`config.mk`:
```
export PLATFORM = sky130hd
export DESIGN_NAME = dpram_host_port
export DESIGN_NICKNAME = d
export VERILOG_FILES = /design/src/rtl/dpram_pkg.sv /design/src/rtl/hp_skid_fifo.sv /design/src/rtl/dpram_host_port.sv
export SDC_FILE = /design/constraint.sdc
export NUM_CORES = 1
export LEC_CHECK = 0
export CORE_ASPECT_RATIO = 2
export CORE_MARGIN = 2
export CORE_UTILIZATION = 47
export CTS_BUF_LIST = sky130_fd_sc_hd__clkbuf_4 sky130_fd_sc_hd__clkbuf_8 sky130_fd_sc_hd__clkbuf_16
export DETAILED_ROUTE_END_ITERATION = 10
export GPL_TIMING_DRIVEN = 0
export PLACE_DENSITY = 0.81
export SLEW_MARGIN = 20
export SYNTH_ARGS = -nofsm -noshare
export SYNTH_HDL_FRONTEND = slang
export SYNTH_HIERARCHICAL = 1
export SYNTH_SLANG_ARGS = --single-unit
```
`constraint.sdc`:
```
create_clock -name i_clk -period 3.4 [get_ports i_clk]
set_input_delay 0.34 -clock i_clk [delete_from_list [all_inputs] [get_ports i_clk]]
set_output_delay 0.34 -clock i_clk [all_outputs]
set_load 0.005 [all_outputs]
```
`src/rtl/dpram_pkg.sv`:
```
// Shared types and defaults for the DPRAM host burst port.
// Imported by the interface, the read FIFO and the top level.
package dpram_pkg;

    localparam int ADDR_W_DEF = 9;
    localparam int DATA_W_DEF = 32;

    typedef enum logic [1:0] {
        IDLE,
        WRITE,
        READ,
        DRAIN
    } state_e;

endpackage

```
`src/rtl/hp_skid_fifo.sv`:
```
// Two-entry FIFO catching RAM read data while the consumer stalls.
// Pops on an empty FIFO are ignored.
module hp_skid_fifo
    import dpram_pkg::*;
#(
    parameter int DATA_W = DATA_W_DEF
) (
    input  logic              clk_i,
    input  logic              rst_i,
    input  logic              push_i,
    input  logic [DATA_W-1:0] data_i,
    input  logic              pop_i,
    output logic              valid_o,
    output logic [DATA_W-1:0] data_o,
    output logic [1:0]        count_o
);

    logic [DATA_W-1:0] mem_q [2];
    logic              wr_q, wr_d;
    logic              rd_q, rd_d;
    logic [1:0]        cnt_q, cnt_d;
    logic              pop_ok;
    logic              push_ok;

    assign pop_ok  = pop_i & (cnt_q != 2'd0);
    assign push_ok = push_i & ((cnt_q != 2'd2) | pop_ok);

    always_comb begin
        wr_d  = wr_q ^ push_ok;
        rd_d  = rd_q ^ pop_ok;
        cnt_d = cnt_q + {1'b0, push_ok} - {1'b0, pop_ok};
    end

    always_ff @(posedge clk_i or posedge rst_i) begin
        if (rst_i) begin
            mem_q[0] <= '0;
            mem_q[1] <= '0;
            wr_q     <= 1'b0;
            rd_q     <= 1'b0;
            cnt_q    <= 2'd0;
        end else begin
            if (push_ok) mem_q[wr_q] <= data_i;
            wr_q  <= wr_d;
            rd_q  <= rd_d;
            cnt_q <= cnt_d;
        end
    end

    assign valid_o = cnt_q != 2'd0;
    assign data_o  = mem_q[rd_q];
    assign count_o = cnt_q;

endmodule

```
`src/rtl/dpram_host_port.sv`:
```
// Host burst engine for RAM port A: streams write beats straight to
// the RAM and prefetches reads into a 2-entry FIFO.
module dpram_host_port
    import dpram_pkg::*;
#(
    parameter int ADDR_W = ADDR_W_DEF,
    parameter int DATA_W = DATA_W_DEF
) (
    input  logic              i_clk,
    input  logic              i_rst,
    input  logic              i_req_valid,
    output logic              o_req_ready,
    input  logic              i_req_we,
    input  logic [ADDR_W-1:0] i_req_addr,
    input  logic [ADDR_W-1:0] i_req_len,
    input  logic              i_wdata_valid,
    output logic              o_wdata_ready,
    input  logic [DATA_W-1:0] i_wdata,
    output logic              o_rdata_valid,
    input  logic              i_rdata_ready,
    output logic [DATA_W-1:0] o_rdata,
    output logic              o_ena,
    output logic              o_wea,
    output logic [ADDR_W-1:0] o_addra,
    output logic [DATA_W-1:0] o_dina,
    input  logic [DATA_W-1:0] i_douta,
    output logic              o_busy,
    output logic              o_cpu_hold,
    output logic              o_done
);

    state_e            state_q, state_d;
    logic [ADDR_W-1:0] addr_q, addr_d;
    logic [ADDR_W-1:0] rem_q, rem_d;
    logic              we_q, we_d;
    logic              infl_q, infl_d;
    logic              hold_q, hold_d;
    logic              wea, done;
    logic              fifo_valid, pop;
    logic [1:0]        fifo_cnt;
    logic [2:0]        occ;

    assign pop = fifo_valid & i_rdata_ready;

    // A word leaving this cycle frees its slot for a new issue.
    assign occ = {1'b0, fifo_cnt} - {2'b0, pop} + {2'b0, infl_q};

    always_comb begin
        state_d       = state_q;
        addr_d        = addr_q;
        rem_d         = rem_q;
        we_d          = we_q;
        infl_d        = 1'b0;
        hold_d        = hold_q;
        wea           = 1'b0;
        done          = 1'b0;
        o_req_ready   = 1'b0;
        o_wdata_ready = 1'b0;
        unique case (state_q)
            IDLE: begin
                o_req_ready = 1'b1;
                if (i_req_valid) begin
                    addr_d  = i_req_addr;
                    we_d    = i_req_we;
                    rem_d   = i_req_len;
                    state_d = i_req_we ? WRITE : READ;
                end
            end
            WRITE: begin
                o_wdata_ready = 1'b1;
                if (i_wdata_valid) begin
                    wea    = 1'b1;
                    addr_d = addr_q + 1'b1;
                    rem_d  = rem_q - 1'b1;
                    if (rem_q == '0) begin
                        state_d = IDLE;
                        done    = 1'b1;
                    end
                end
            end
            READ: begin
                if (occ < 3'd2) begin
                    infl_d = 1'b1;
                    addr_d = addr_q + 1'b1;
                    rem_d  = rem_q - 1'b1;
                    if (rem_q == '0) state_d = DRAIN;
                end
            end
            DRAIN: begin
                if (fifo_cnt == 2'd0 && !infl_q) begin
                    state_d = IDLE;
                    done    = 1'b1;
                end
            end
            default: state_d = IDLE;
        endcase
        if (done && we_q) hold_d = 1'b0;
    end

    always_ff @(posedge i_clk or posedge i_rst) begin
        if (i_rst) begin
            state_q <= IDLE;
            addr_q  <= '0;
            rem_q   <= '0;
            we_q    <= 1'b0;
            infl_q  <= 1'b0;
            hold_q  <= 1'b1;
        end else begin
            state_q <= state_d;
            addr_q  <= addr_d;
            rem_q   <= rem_d;
            we_q    <= we_d;
            infl_q  <= infl_d;
            hold_q  <= hold_d;
        end
    end

    hp_skid_fifo #(.DATA_W(DATA_W)) u_fifo (
        .clk_i   (i_clk),
        .rst_i   (i_rst),
        .push_i  (infl_q),
        .data_i  (i_douta),
        .pop_i   (pop),
        .valid_o (fifo_valid),
        .data_o  (o_rdata),
        .count_o (fifo_cnt)
    );

    assign o_ena         = 1'b1;
    assign o_wea         = wea;
    assign o_addra       = addr_q;
    assign o_dina        = wea ? i_wdata : '0;
    assign o_done        = done;
    assign o_busy        = state_q != IDLE;
    assign o_cpu_hold    = hold_q;
    assign o_rdata_valid = fifo_valid;

endmodule

```
==> run_results.csv, run 1 <==
group,metric,value,unit
final_layout,fillerInstances,828,
sta,setup_tns,0,ns
drt,viasPerCell,5.59,
worst_setup_path,max_stage_delay,0.48,ns
final_layout,num_antenna_cells,0,
placement,dp_cells,721,
synth,synthTopCellsByArea,"dfrtp_1, mux2_4, and3_1",
synth,netlist_area,5300,µm²
drt,dr.pass1.iters,4,
grt,grt_pass1_wl,22300,µm
final_layout,regArea,2280,µm²
sta,skew,0.00852,ns
grt,overflow,0,
cts,clk_pin_slew,0.07,ns
worst_setup_path,crit_start,"u_fifo/count_o[1]",
cts,clock-root-buffer,"clkbuf_16",
sta,setup_viol,0,
die,io_pins,169,
synth,syn_inst,413,
die,start_util,0.484,
synth,synth.avg_cell_area,12.8,µm²
cts,cts_tree,"built",
sta,max_freq,316,MHz
sta,worst_pin_slew,1.03,ns
worst_setup_path,criticalPathCategory,"register to register",
flow_run,cap_violations,0,
pwr,vdd_drop_max,765,µV
placement,port_buffers,167,
grt,grt.total_usage,0.233,
worst_setup_path,worstPathArrival,3.39,ns
die,rows,54,
drt,ant_nets,0,
placement,post_dp_cell_area,7170,µm²
cts,clock_latency,0.34,ns
drt,wirelength,14000,µm
cts,htree_levels,3,
synth,synth.ff_latch_count,91,
synth,synth_edf_count,0,
final_layout,most-common-layout-cells,"clkdlybuf4s50_1, dfrtp_1, mux2_4, and3_1, inv_1",
final_layout,final_cells,737,
hold_path,hp-class,"input pin to async pin",
drt,route.detailed.drc,0,
die,dieArea,12200,µm²
pwr,power_density,955,nW/µm²
drt,vias,4120,
synth,synth.distinct_cells,53,
cts,clock-sinks,91,
sta,drv_slew,0,
synth,yosysTopAreaCell,"dfrtp_1",
sta,hold_viol_final,0,
synth,yosysWarnings,6,
sta,post-route-period-util,0.931,
synth,ys_async_sr_fraction,1.00,
drt,drt_iter0_markers,198,
worst_setup_path,path_max_fanout,14,
placement,hpwl,10700,µm
run_status,status,"finished clean",
worst_setup_path,end_kind,"register",
die,die_w,79.1,µm
grt,antenna_found_initial,0,
final_layout,finalNetCount,692,
final_layout,final_common_cell,"clkdlybuf4s50_1",
cts,cts_buffers,9,
synth,syn-num-nets,513,
die,core_area,10900,µm²
final_layout,drive_gt1_frac,0.245,
sta,slew_headroom,0.314,
worst_setup_path,crit_chain,"or2_2 > and2_1 > ha_1 > nand2b_1 > fa_1 > xnor2_1 > a21bo_2 > o2111ai_1 > mux2_2",
worst_setup_path,r2r_start,"u_fifo/count_o[1]",
worst_setup_path,crit_path_start_kind,"register",
grt,grt_pass1_vias,4477,
worst_setup_path,slowest_stage,"dfrtp_1",
die,die_y,154,µm
synth,synth-seq-area-share,0.430,
worst_setup_path,cp.required,3.62,ns
final_layout,final_cell_area,7480,µm²
synth,ys.flop_type,"dfrtp_1",
grt,grt_max_degree,43,
sta,rsz0062_at_grt,"false",
pwr,leakagePower,3.34,nW
final_layout,synthToLayoutAreaGrowth,41.2,%
placement,gp_congestion,0.927,
drt,drt-wirelength-per-cell,19.0,µm
final_layout,multiInputGateArea,2680,µm²
synth,yosysTopAreaCellShare,0.425,
cts,cts_buffer_depth,2,
sta,period_needed,3.17,ns
through the flow:
stage	hold slack (ns)	total power [mW]	setup slack, ns	utilization
detailed placement	0.399	6.11	-0.283	0.655
floorplan	0.341	4.56	0.375	-
global placement	0.388	5.97	-0.227	0.653
CTS	0.371	7.16	0.101	0.683
finish	0.373	7.15	0.233	0.684
global route	0.392	7.58	0.0325	0.684
cell type report:
| cell class | instances | share of cell area |
|---|---|---|
| multi-input cells | 274 | 0.358 |
| plain buffers | 29 | 0.0381 |
| repair buffers | 169 | 0.227 |
| well taps | 140 | 0.0234 |
| clock buffers | 10 | 0.0319 |
| inverters | 18 | 0.00936 |
| flip-flops and latches | 91 | 0.304 |
| clock inverters | 6 | 0.00736 |
worst paths after layout:
check	depth (start not counted)	end	slack (ns)
setup / recovery	9	state_q[0]	0.23
hold / removal	2	u_fifo/mem_q[54]	0.37
setup reg to reg	9	state_q[0]	0.23
hold reg to reg	1	o_cpu_hold	0.40
max in group asynchronous	2	infl_q	2.19
min in group i_clk	1	o_cpu_hold	0.40
cell usage after synthesis, types with 2 or more instances:
| master | count |
|---|---|
| buf_12 | 9 |
| a2111oi_0 | 2 |
| o41ai_1 | 3 |
| a31oi_1 | 8 |
| o31ai_1 | 5 |
| nor2_1 | 3 |
| nand3_1 | 8 |
| inv_1 | 18 |
| nor4_1 | 4 |
| or3_1 | 2 |
| mux2_2 | 10 |
| ha_1 | 11 |
| o211a_1 | 2 |
| xnor2_1 | 3 |
| mux2_4 | 89 |
| dfrtp_1 | 90 |
| nor3_1 | 5 |
| o2111ai_1 | 2 |
| a2bb2oi_1 | 3 |
| o21a_1 | 3 |
| buf_6 | 3 |
| nand2_1 | 14 |
| o22ai_1 | 5 |
| nand2b_1 | 3 |
| and3_1 | 35 |
| or2_2 | 2 |
| buf_2 | 3 |
| nand4_1 | 4 |
| clkbuf_1 | 14 |
| mux2i_1 | 3 |
| o21ai_0 | 11 |
| a21oi_1 | 13 |
| o211ai_1 | 3 |
registers in the layout, indices dropped and copies added, names as in the netlist:
| register | flops |
|---|---|
| u_fifo/mem_q | 64 |
| o_addra | 9 |
| rem_q | 9 |
| state_q | 2 |
| u_fifo/count_o | 2 |
| infl_q | 1 |
| o_cpu_hold | 1 |
| u_fifo/rd_q | 1 |
| u_fifo/wr_q | 1 |
| we_q | 1 |
kinds of logic (layout without fill, tap and decap cells):
family                   count (synthesis)  after routing  share of synthesized area
flip-flops                              91             91                      0.430
XOR/XNOR                                 4              4                    0.00661
other                                    1              1                   0.000707
adder cells (fa/ha/maj)                 12             12                     0.0297
AND/OR/NAND/NOR                         87             87                     0.0946
AO/OA/AOI/OAI                           68             68                     0.0923
buffers and inverters                   48            232                     0.0673
multiplexers                           102            102                      0.279
metal layers:
metal,share of wire,track usage,up-vias,routed length (µm)
li1,-,-,1871,-
met1,0.36,0.248,1980,4990
met2,0.54,0.431,227,7620
met3,0.065,0.0490,42,905
met4,0.034,0.0977,0,472
met5,0,0,-,0
power by group:
part / leakage, nW / switching [mW] / internal, mW / total (mW)
clock network: 0.140 / 0.457 / 0.532 / 0.988
logic: 2.09 / 1.68 / 2.46 / 4.14
registers: 1.11 / 0.406 / 1.61 / 2.02
total: 3.34 / 2.55 / 4.60 / 7.15
what timing repair did:
| item | in CTS | in global routing |
|---|---|---|
| hold buffers | 0 | 0 |
| setup buffers | 0 | 1 |
| gates resized for setup | 2 | 1 |
| endpoints found under the setup margin | 13 | 12 |
| pin swaps | 0 | 1 |
critical path: cells and delay by family (launching register included):
family | cells | cell delay, ns
XOR/XNOR | 1 | 0.27
AND/OR/NAND/NOR | 3 | 0.69
flip-flops | 1 | 0.48
multiplexers | 1 | 0.32
adder cells (fa/ha/maj) | 2 | 0.67
AO/OA/AOI/OAI | 2 | 0.62
(Power assumes the default switching activity.)
==> inputs of run 2 (changes only) <==
--- a/config.mk
+++ b/config.mk
@@ -7,11 +7,11 @@
 export LEC_CHECK = 0
 export CORE_ASPECT_RATIO = 2
 export CORE_MARGIN = 2
-export CORE_UTILIZATION = 47
+export CORE_UTILIZATION = 43
 export CTS_BUF_LIST = sky130_fd_sc_hd__clkbuf_4 sky130_fd_sc_hd__clkbuf_8 sky130_fd_sc_hd__clkbuf_16
 export DETAILED_ROUTE_END_ITERATION = 10
 export GPL_TIMING_DRIVEN = 0
-export PLACE_DENSITY = 0.81
+export PLACE_DENSITY = 0.78
 export SLEW_MARGIN = 20
 export SYNTH_ARGS = -nofsm -noshare
 export SYNTH_HDL_FRONTEND = slang
==> constraint.sdc (replaced) <==
create_clock -name i_clk -period 2.6 [get_ports i_clk]
set_input_delay 0.26 -clock i_clk [delete_from_list [all_inputs] [get_ports i_clk]]
set_output_delay 0.26 -clock i_clk [all_outputs]
set_load 0.005 [all_outputs]
==> run 2 against run 1 <==
Global-route usage fell by 1.3 points. Critical path type unchanged. Clock power increased by 30%. Largest power group unchanged. Count of clock-buffer cells in the layout is 1 lower. Maximum frequency grew 23%. Hold slack got worse by 0.18 ns. Register-to-register slack got worse by 0.21 ns. Sequential power rose by 30%. Via count grew 0.34%. Die area rose by 8.9%. Combinational power up 42%. Non-clock buffer count rose by 11.
==> run_results.csv, run 2 (synthesized netlist as in run 1, its figures left out) <==
group,metric,value,unit
run_status,status,"finished clean",
grt,grt_pass1_vias,4480,
drt,ant_nets,0,
pwr,p_seq_frac,0.268,
sta,worst_pin_slew,1.14,ns
hold_path,hp-class,"input pin to async pin",
worst_setup_path,r2r_end,"o_addra[8]",
pwr,power.internal,6.28,mW
placement,dp_cells,728,
final_layout,regArea,2280,µm²
drt,route.detailed.drc,0,
cts,cts_tree,"built",
die,io_pins,169,
cts,clock-root-buffer,"clkbuf_16",
final_layout,synthToLayoutAreaGrowth,45.7,%
die,die_w,82.5,µm
cts,hold_buffers,0,
sta,slew_headroom,0.241,
final_layout,largest_register_ffs,64,
sta,post-route-period-util,0.991,
worst_setup_path,path_max_fanout,8,
final_layout,multiInputGateArea,2810,µm²
worst_setup_path,reg2reg_slack,0.02,ns
placement,gp_congestion,0.925,
worst_setup_path,criticalPathCategory,"register to register",
pwr,p_sw,3.51,mW
sta,worst_slack,0.0226,ns
drt,wirelength,14300,µm
die,dieArea,13300,µm²
pwr,power_density,1270,nW/µm²
die,core_area,12100,µm²
sta,period_needed,2.58,ns
placement,place_ws,-0.370,ns
final_layout,most-common-layout-cells,"clkdlybuf4s50_1, mux2_4, dfrtp_1, and3_1, inv_1",
die,start_util,0.437,
cts,htree_levels,3,
pwr,leakagePower,3.44,nW
grt,grt_pass1_wl,22600,µm
grt,grt.total_usage,0.220,
worst_setup_path,worstPathArrival,2.84,ns
grt,overflow,0,
flow_run,cap_violations,0,
sta,hold_viol_final,0,
worst_setup_path,r2r_cells,10,
cts,clock-sinks,91,
sta,skew,0.00854,ns
final_layout,final_cells,755,
drt,viasPerCell,5.48,
sta,rsz0062_at_grt,"true",
die,rows,57,
cts,clock_latency,0.34,ns
sta,max_freq,388,MHz
pwr,vdd_drop_max,712,µV
final_layout,finalNetCount,703,
sta,drv_slew,0,
die,die_y,161,µm
pwr,p_clk_frac,0.131,
cts,cts_buffer_depth,2,
placement,hpwl,11000,µm
sta,setup_viol,0,
drt,dr.pass1.iters,4,
grt,grt_max_degree,59,
placement,port_buffers,167,
pwr,pwr-share-comb,0.601,
worst_setup_path,crit_path_start_kind,"register",
worst_setup_path,end_kind,"register",
sta,whs,0.198,ns
drt,vias,4134,
final_layout,drive_gt1_frac,0.291,
grt,antenna_found_initial,0,
cts,clk_pin_slew,0.07,ns
worst_setup_path,cp.required,2.86,ns
drt,drt_iter0_markers,145,
pwr,switching_share,0.358,
final_layout,num_antenna_cells,0,
final_layout,regMostFlops,"u_fifo/mem_q",
cts,cts_buffers,9,
final_layout,final_common_cell,"clkdlybuf4s50_1",
worst_setup_path,r2r_start,"u_fifo/count_o[0]",
drt,drt-wirelength-per-cell,19.0,µm
final_layout,fillerInstances,955,
## run 2: cell types whose count changed in the layout (fill, tap and decap cells not counted), sizes merged
cell and change:
clkdlybuf4s50 -1, inv -1, clkinv +2, buf +11
## run 2: metrics by stage
stage / util / total power, mW / cell area [µm²] / setup TNS (ns)
floorplan: - / 6.07 / 5350 / 0
CTS: 0.634 / 9.76 / 7690 / 0
detailed placement: 0.596 / 8.11 / 7230 / -5.93
global placement: 0.594 / 7.90 / 7200 / -28.90
global route: 0.637 / 10.4 / 7730 / -0.0250
finish: 0.637 / 9.79 / 7730 / 0
## run 2: power groups by stage
stage               Combinational, mW  Clock, mW  Sequential [mW]
floorplan                        3.58          0             2.50
global placement                 5.32          0             2.58
detailed placement               5.46          0             2.65
CTS                              5.83       1.32             2.61
global route                     6.29       1.38             2.71
finish                           5.88       1.28             2.63
## run 2: worst max path at each step
stage               slack (ns)               from           endpoint  cells past startpoint
floorplan               0.0008  u_fifo/count_o[1]         o_addra[1]                     10
global placement         -0.57              i_rst  u_fifo/count_o[1]                      2
detailed placement       -0.37  u_fifo/count_o[1]         o_addra[1]                     10
CTS                      0.008  u_fifo/count_o[0]           rem_q[1]                     10
global route             -0.02  u_fifo/count_o[0]         o_addra[8]                     10
finish                    0.02  u_fifo/count_o[0]         o_addra[8]                     10
## run 2: repair_timing
| item | CTS | global route |
|---|---|---|
| resized for setup | 21 | 11 |
| buffers inserted | 10 | 0 |
| gates cloned | 1 | 0 |
| pin swaps | 11 | 4 |
| endpoints found under the setup margin | 21 | 32 |
## run 2: area by class of cell
cell class,instances,share of cell area
Tap cell,147,0.0238
Timing Repair Buffer,179,0.231
Clock buffer,9,0.0291
Clock inverter,7,0.00923
Inverter,18,0.00907
Buffer,30,0.0390
Sequential cell,91,0.295
Multi-Input combinational cell,274,0.363
## run 2: metal layers
| layer | wire length (µm) | track usage | part of all wire | up-vias |
|---|---|---|---|---|
| met3 | 828 | 0.0464 | 0.058 | 33 |
| met2 | 8170 | 0.422 | 0.57 | 176 |
| met5 | 0 | 0 | 0 | - |
| met1 | 4840 | 0.217 | 0.34 | 2038 |
| li1 | - | - | - | 1887 |
| met4 | 467 | 0.0864 | 0.033 | 0 |
## run 2: worst max-delay path, cell delays in order (launching register included)
cell	delay (ns)
dfrtp_2	0.41
or2_4	0.25
and2_4	0.15
ha_4	0.20
nand2b_4	0.13
fa_2	0.38
xnor2_4	0.16
a21boi_4	0.38
nor3_4	0.09
buf_6	0.19
o2111ai_2	0.15
==> inputs of run 3 (changes only) <==
--- a/config.mk
+++ b/config.mk
@@ -5,13 +5,14 @@
 export SDC_FILE = /design/constraint.sdc
 export NUM_CORES = 1
 export LEC_CHECK = 0
+export ABC_AREA = 1
 export CORE_ASPECT_RATIO = 2
 export CORE_MARGIN = 2
-export CORE_UTILIZATION = 43
+export CORE_UTILIZATION = 42
 export CTS_BUF_LIST = sky130_fd_sc_hd__clkbuf_4 sky130_fd_sc_hd__clkbuf_8 sky130_fd_sc_hd__clkbuf_16
 export DETAILED_ROUTE_END_ITERATION = 10
 export GPL_TIMING_DRIVEN = 0
-export PLACE_DENSITY = 0.78
+export PLACE_DENSITY = 0.77
 export SLEW_MARGIN = 20
 export SYNTH_ARGS = -nofsm -noshare
 export SYNTH_HDL_FRONTEND = slang
==> run 3 against run 2 <==
Highest routed layer unchanged. Register-to-register slack improved by 0.07 ns. Non-clock buffer count fell by 1. First-iteration DRC count rose by 150%. Power fell by 8.8%. Critical path type unchanged. Via count rose by 22%. Sequential share of layout area rose by 0.97 points. Clock power rose by 12%.
==> run_results.csv, run 3 <==
group,metric,value,unit
run_status,status,"finished clean",
final_layout,most-common-layout-cells,"nand2_1, clkdlybuf4s50_1, inv_1, o21ai_0, dfrtp_1",
sta,post-route-period-util,0.963,
final_layout,regMostFlops,"u_fifo/mem_q",
flow_run,cap_violations,0,
placement,dp_cells,1017,
final_layout,drive_gt1_frac,0.0906,
drt,route.detailed.drc,0,
cts,clk_pin_slew,0.07,ns
synth,synth.ff_latch_count,91,
synth,synth.distinct_cells,28,
cts,clock-sinks,91,
sta,skew,0.00817,ns
worst_setup_path,end_kind,"register",
cts,cts_buffer_depth,2,
drt,drt-wirelength-per-cell,13.2,µm
final_layout,final_cells,1041,
final_layout,synthToLayoutAreaGrowth,46.4,%
sta,worst_pin_slew,0.922,ns
sta,whs,0.301,ns
cts,htree_levels,3,
placement,port_buffers,167,
pwr,leakagePower,3.69,nW
synth,netlist_area,5110,µm²
synth,synthTopCellsByArea,"dfrtp_1, nand2_1, inv_1",
die,die_w,82.0,µm
worst_setup_path,path_max_fanout,6,
final_layout,finalNetCount,989,
sta,slew_headroom,0.385,
cts,cts_buffers,9,
synth,synth.most_common_cell,"nand2_1",
drt,ant_nets,0,
sta,setup_viol,0,
worst_setup_path,cp.required,2.83,ns
cts,hold_buffers,0,
synth,syn_inst,702,
grt,antenna_found_initial,0,
drt,viasPerCell,4.86,
sta,period_needed,2.50,ns
synth,synth_commonest_cells,"nand2_1, inv_1, o21ai_0, dfrtp_1, nor2_1",
die,start_util,0.426,
synth,syn-num-nets,802,
pwr,power_density,1190,nW/µm²
die,io_pins,169,
synth,synth.avg_cell_area,7.28,µm²
synth,yosysTopAreaCellShare,0.441,
grt,grt.total_usage,0.209,
synth,yosysWarnings,6,
cts,cts_tree,"built",
pwr,totalPowerFinal,8.93,mW
hold_path,hp-class,"input pin to async pin",
die,core_area,12000,µm²
grt,grt_pass1_wl,21600,µm
sta,setup_tns,0,ns
worst_setup_path,crit_path_start_kind,"register",
die,dieArea,13100,µm²
cts,clock-root-buffer,"clkbuf_16",
drt,vias,5061,
synth,synth_edf_count,0,
placement,place_ws,-0.130,ns
worst_setup_path,criticalPathCategory,"register to register",
die,die_y,160,µm
grt,overflow,0,
sta,worst_slack,0.0954,ns
placement,hpwl,9850,µm
sta,max_freq,399,MHz
synth,yosysTopAreaCell,"dfrtp_1",
synth,synth-seq-area-share,0.446,
placement,gp_congestion,0.824,
grt,grt_pass1_vias,4749,
synth,ys_async_sr_fraction,1.00,
drt,wirelength,13700,µm
final_layout,final_common_cell,"nand2_1",
grt,grt_max_degree,38,
drt,drt_iter0_markers,356,
cts,clock_latency,0.34,ns
synth,ys.flop_type,"dfrtp_1",
final_layout,num_antenna_cells,0,
worst_setup_path,worstPathArrival,2.73,ns
final_layout,largest_register_ffs,64,
drt,dr.pass1.iters,8,
sta,hold_viol_final,0,
sta,drv_slew,0,
die,rows,57,
pwr,vdd_drop_max,679,µV
run 3: worst paths after layout:
check	startpoint	to	slack [ns]	depth (start not counted)
max	u_fifo/count_o[0]	rem_q[8]	0.1	13
min	i_rst	u_fifo/mem_q[45]	0.30	2
max reg2reg	u_fifo/count_o[0]	rem_q[8]	0.1	13
min reg2reg	we_q	o_cpu_hold	0.43	1
max in group asynchronous	i_rst	we_q	1.52	2
min in group i_clk	we_q	o_cpu_hold	0.43	1
run 3: cell type report:
type,count,area [µm²]
tap,147,184
clock inverter,6,95.1
clock buffer,10,233
multi-input combinational,429,2040
fill,1100,4500
timing repair buffer,176,1790
buffer,32,282
inverter,150,573
sequential,91,2280
run 3: kinds of logic after synthesis:
| kind of cell | after synthesis | synth area share |
|---|---|---|
| simple gates | 287 | 0.226 |
| buf+inv | 182 | 0.163 |
| compound gates | 129 | 0.134 |
| flops | 91 | 0.446 |
| fa+ha+maj | 12 | 0.0309 |
| other cells | 1 | 0.000734 |
run 3: timing repair:
| action | in CTS | in global routing |
|---|---|---|
| endpoints found under the setup margin | 18 | 19 |
| cloned | 0 | 2 |
| buffers inserted | 2 | 4 |
| gates resized for setup | 4 | 17 |
| endpoints found under the hold margin | 0 | 0 |
| pin swaps | 0 | 7 |
run 3: report_power, final:
group / leakage [nW] / internal (mW) / switching, mW
registers: 1.09 / 2.14 / 0.397
clock network: 0.161 / 0.864 / 0.563
logic: 2.43 / 2.42 / 2.54
total: 3.69 / 5.43 / 3.50
run 3: worst max-delay path: stages, from the launching register on:
cell     delay, ns
dfrtp_1       0.41
inv_2         0.09
nand2_4       0.07
nand2_4       0.06
inv_4         0.05
ha_4          0.22
or2_4         0.25
fa_2          0.59
nand3_4       0.09
nand2_4       0.09
nand3_4       0.14
buf_8         0.18
o21ai_2       0.12
nand2_1       0.06
run 3: per-layer routing:
metal / vias to the layer above / track usage / wire length (µm)
met1: 2360 / 0.271 / 5660
met3: 7 / 0.0492 / 1100
met4: 0 / 0.0545 / 108
li1: 2492 / - / -
met5: - / 0 / 0
met2: 202 / 0.346 / 6850
run 3: per-stage QoR:
| step | utilization | area [µm²] |
|---|---|---|
| finish | 0.624 | 7480 |
| global route | 0.624 | 7480 |
| CTS | 0.613 | 7340 |
| detailed placement | 0.583 | 6990 |
| global placement | 0.581 | 6960 |
| floorplan | - | 5110 |
